[config.mk]
export PLATFORM = sky130hd
export DESIGN_NAME = ecc_secded_enc64
export DESIGN_NICKNAME = d
export VERILOG_FILES = /design/src/rtl/ecc_secded_enc64.sv
export SDC_FILE = /design/constraint.sdc
export NUM_CORES = 1
export LEC_CHECK = 0
export CORE_MARGIN = 1.5
export CORE_UTILIZATION = 36
export DETAILED_ROUTE_END_ITERATION = 16
export GPL_TIMING_DRIVEN = 0
export PLACE_DENSITY = 0.86
export SLEW_MARGIN = 20
export SYNTH_ARGS = -nofsm -noshare
export SYNTH_HDL_FRONTEND = slang
export SYNTH_SLANG_ARGS = --single-unit
[constraint.sdc]
create_clock -name vclk -period 3.45
set_input_delay 0.345 -clock vclk [all_inputs]
set_output_delay 0.345 -clock vclk [all_outputs]
set_load 0.01 [all_outputs]
[src/rtl/ecc_secded_enc64.sv]
// ecc_secded_enc64
// SEC-DED (72,64) extended-Hamming encoder for the cache data write path.
// The 64 data bits pass straight through and 8 check bits are appended:
//   OUT[63:0]  = IN
//   OUT[70:64] = C6..C0, Hamming check bits over the data positions
//   OUT[71]    = C7, overall parity, so every codeword has even weight
// Data bit i sits at Hamming position p(i). p(i) is the i-th integer in 3..71,
// counting upwards and skipping the powers of two, which are the check-bit
// positions. Check bit Cj covers every data bit whose position has bit j set.
//
// Handshake: this block has none. A new word may be presented every cycle.
// With REGISTER_OUT=0 the codeword follows IN combinationally.
// With REGISTER_OUT=1 the codeword is the encoding of IN as sampled at the
// previous rising clk edge. A reset edge loads the all-zero codeword, which is
// itself a valid codeword.
module ecc_secded_enc64 #(
  parameter bit REGISTER_OUT = 1'b0
) (
  input  logic        clk,
  input  logic        rst,
  input  logic [63:0] IN,
  output logic [71:0] OUT
);

  // Hamming position of each data bit. This is resolved at elaboration time.
  function automatic logic [63:0][6:0] build_pos_map();
    logic [63:0][6:0] map;
    int unsigned      idx;
    map = '0;
    idx = 0;
    for (int unsigned p = 3; p < 72; p++) begin
      if ((p & (p - 1)) != 0) begin
        map[idx[5:0]] = p[6:0];
        idx++;
      end
    end
    return map;
  endfunction

  localparam logic [63:0][6:0] POS_MAP = build_pos_map();

  // One 64-bit coverage mask per Hamming check bit.
  // Bit i of mask j is set when data bit i contributes to Cj.
  function automatic logic [6:0][63:0] build_chk_masks();
    logic [6:0][63:0] m;
    m = '0;
    for (int j = 0; j < 7; j++) begin
      for (int i = 0; i < 64; i++) begin
        m[j][i] = POS_MAP[i][j];
      end
    end
    return m;
  endfunction

  localparam logic [6:0][63:0] CHK_MASK = build_chk_masks();

  logic [6:0]  chk_lo;
  logic        chk_par;
  logic [71:0] code_word;

  // Check bits are computed as parity trees over the masked data.
  // C7 folds in both the data and C0..C6, giving the codeword even weight.
  always_comb begin
    chk_lo = '0;
    for (int j = 0; j < 7; j++) begin
      chk_lo[j] = ^(IN & CHK_MASK[j]);
    end
    chk_par   = (^IN) ^ (^chk_lo);
    code_word = {chk_par, chk_lo, IN};
  end

  generate
    if (REGISTER_OUT) begin : g_reg
      logic [71:0] out_q;
      logic [71:0] out_d;

      // The next-state value is always the fresh encoding.
      // Reset overrides it inside the register.
      always_comb begin
        out_d = code_word;
      end

      // Output register. Reset takes priority over a new word on the same edge.
      always_ff @(posedge clk) begin
        if (rst) begin
          out_q <= '0;
        end else begin
          out_q <= out_d;
        end
      end

      assign OUT = out_q;
    end else begin : g_comb
      // clk and rst are intentionally ignored in the combinational build.
      logic unused_clk_rst;
      assign unused_clk_rst = clk ^ rst;
      assign OUT = code_word;
    end
  endgenerate

endmodule

== Word level (Yosys, flattened, before mapping) ==
Index checks and enable logic that the tools add are counted.

* Register bits: 0
* Input port bits: 66

* Bitwise logic cells: 1
* Reduce and logical (&&, ||, !) cells: 9

{| class="wikitable"
|+ Operator list
! cell !! number
|-
| $reduce_xor 64->1 || 8
|-
| $reduce_xor 7->1 || 1
|-
| $xor 1x1->1 || 1
|}

== Depth between registers and ports, before layout ==
* Depth after elaboration: 3
* Gate-level depth with buffers: 7
* Gate-level depth less buffers: 6

== Least setup slack after synthesis ==
Ideal clock, no wire load.

* Path kind: in2out
* Start point: in IN[49]
* End point: out OUT[71]
* Arrival: 2.377 ns
* Slack: 0.728 ns
* Stages: 7
* Cells stage by stage: xnor3_1 xnor2_2 xnor3_1 xnor3_1 xnor3_1 xnor3_1 buf_4

* Longest elaborated chain between the ends: 3
* Elaborated cells between the ends (all ways): 6

{| class="wikitable"
|+ RTL lines
! what !! RTL line !! source
|-
| from (decl) || 21 || <nowiki>input logic [63:0] IN,</nowiki>
|-
| $reduce_xor 64->1 || 66 || <nowiki>chk_lo[j] = ^(IN & CHK_MASK[j]);</nowiki>
|-
| $reduce_xor 7->1 || 68 || <nowiki>chk_par = (^IN) ^ (^chk_lo);</nowiki>
|-
| $xor 1x1->1 (*) || 68 ||
|-
| to (decl) || 22 || <nowiki>output logic [71:0] OUT</nowiki>
|}

Every way passes the cells marked *; elsewhere a longest branch is shown, timed or not.

== Final worst setup path ==
* Start point: in IN[16]
* End point: out OUT[71]

The elaborated chain is that of the path after synthesis.

==> flow_summary_export.csv <==
group,metric,value,unit
final_layout,antennaDiodeCount,0,
drt,wirelength,4960,µm
grt,grt_overflow,0,
die,initial_utilization,0.376,
critical_path,end_kind,"output port",
die,num_rows,25,
die,die_y,73.5,µm
min_path,worstHoldEndpoint,"OUT[24]",
critical_path,critPathKind,"in -> out",
critical_path,required,3.11,ns
synthesis,yosysMostFrequentCell,"xnor2_1",
grt,grt_pass1_wl,6980,µm
sta,clock.fmax,296,MHz
power,cellLeakagePower,1.72,nW
synthesis,synth.distinct_cells,6,
synthesis,yosys_warnings,0,
die,fp.dieW,73.5,µm
sta,finalSetupViolCount,0,
die,fp.dieArea,5400,µm²
synthesis,synth_common_cells,"xnor2_1, buf_4, xnor3_1",
critical_path,crit_fanout,3,
drt,first_pass_iters,3,
synthesis,synth_compound_area_frac,0,
power,peakVddDrop,1410,µV
grt,grt_pass1_vias,1553,
grt,globalRouteMet2Util,0.301,
drt,antenna_left,0,
grt,grtUsageTotal,0.163,
power,power.density,578,nW/µm²
sta,tns,0,ns
synthesis,synth.avg_cell_area,10.1,µm²
grt,grt-busiest-layer,"met2",
die,ios,138,
sta,timing.slew.headroom,0.737,
synthesis,synth_top_family_by_area,"XOR/XNOR gates",
drt,drc,0,
critical_path,arrival,3.03,ns
final_layout,clkbuf_count,0,
final_layout,fill_cells,359,
sta,hold_viol,0,
min_path,hold_start,"IN[24]",
sta,fin_crit_sh,0.980,
sta,drv_slew,0,
synthesis,syn_area,1790,µm²
synthesis,synthSimpleGateAreaFrac,0,
min_path,whs_path_depth,3,
synthesis,synthesis.nets,243,
placement,dp_hpwl,4080,µm
placement,port_buffers,136,
min_path,hp-class,"in -> out",
drt,viasPerCell,4.03,
synthesis,synthXorXnorAreaFrac,0.727,
synthesis,synth_fa_ha_area_frac,0,
synthesis,synth_mux_area_frac,0,
final_layout,finalNetCount,397,
grt,grt_max_degree,4,
job,cap_violations,0,
grt,grt.met3_usage,0.0219,
synthesis,yosys.area.top_type,"xnor2_1",
placement,gp_congestion,0.770,
final_layout,seq_area,0,µm²
synthesis,yosysTopAreaCellShare,0.343,
drt,wl_per_cell,12.5,µm
sta,fin_crit,3.38,ns
critical_path,critPathLaunchType,"input pin",
synthesis,synth_area_leaders,"xnor2_1, buf_4, xnor3_1",
synthesis,yosysSeqAreaShare,0,
grt,antenna_found_initial,0,
grt,met1_usage,0.205,
placement,dpl.cell_count,380,
clock_tree,postCtsHoldBufs,0,
final_layout,design.seq.count,0,
status,outcome,"finished clean",
drt,dr_total_vias,1597,
die,core_area,4750,µm²
drt,drt_iter0_markers,17,
synthesis,postSynthCellCount,177,
final_layout,drive_gt1_frac,0.313,
final_layout,fin_cells,396,
sta,tightest_slew,0.394,ns
final_layout,area_growth_syn_to_layout,95.1,%
## cells in the final DEF (no fill, tap or decap)
cell type and instances:
buf_4 81, clkdlybuf4s50_1 113, xnor2_1 58, dlymetal6s2s_1 15
dlygate4sd2_1 8, xnor3_1 17, xor2_2 2, xnor3_2 4
xnor2_2 16, xor2_1 15
## power breakdown
part | internal (mW) | leakage [nW] | switching [mW] | total (mW)
Sequential | 0 | 0 | 0 | 0
Combinational | 1.32 | 1.72 | 0.698 | 2.02
Clock | 0 | 0 | 0 | 0
## worst max-delay path, cell delays in order
cell and delay (ns):
clkdlybuf4s50_1 0.55, xnor3_1 0.28, xnor2_2 0.23, xor2_1 0.20, xnor3_2 0.27, xnor3_1 0.39, xnor3_1 0.35, buf_4 0.14
dlygate4sd2_1 0.27
## cells by family (layout without fill, tap and decap cells)
| family | after synthesis | count (layout) |
|---|---|---|
| xor gates and xnor gates | 112 | 112 |
| buffers and inverters | 65 | 217 |
## timing repair
item | in CTS | in global routing
setup endpoints to repair | 1 | 1
resized for setup | 11 | 29
setup buffers | 9 | 7
pin swaps | 17 | 22
## stage by stage
step	hold WS (ns)	worst slack (ns)	power, mW	cell area, µm²	util
after floorplan	0.782	0.728	1.20	1790	-
after global placement	1.71	-0.387	1.91	3230	0.680
after detailed placement	1.73	-0.430	1.93	3230	0.680
after CTS	1.55	0.0000124	1.98	3310	0.696
after global routing	1.46	-0.0381	2.14	3490	0.734
final	1.44	0.0706	2.02	3490	0.734
## routing by layer
layer,part of all wire,wire (µm),vias to the layer above
li1,-,-,804
met1,0.39,1930,716
met2,0.53,2630,73
met3,0.070,345,4
met4,0.010,50,0
met5,0,0,-
## how the worst max path moves through the flow
stage	from	to	slack, ns	depth (start not counted)
after floorplan	IN[49]	OUT[71]	0.73	7
final	IN[16]	OUT[71]	0.07	9
after global placement	IN[25]	OUT[71]	-0.39	9
after detailed placement	IN[25]	OUT[71]	-0.43	9
after CTS	IN[52]	OUT[71]	0.00001	9
after global routing	IN[55]	OUT[71]	-0.04	9
## final cells by class
cell class / count / area [µm²] / share of cell area
plain buffers: 65 / 488 / 0.140
multi-input cells: 112 / 1410 / 0.404
repair buffers: 152 / 1510 / 0.432
well taps: 67 / 83.8 / 0.0240
(Power assumes the default switching activity.)
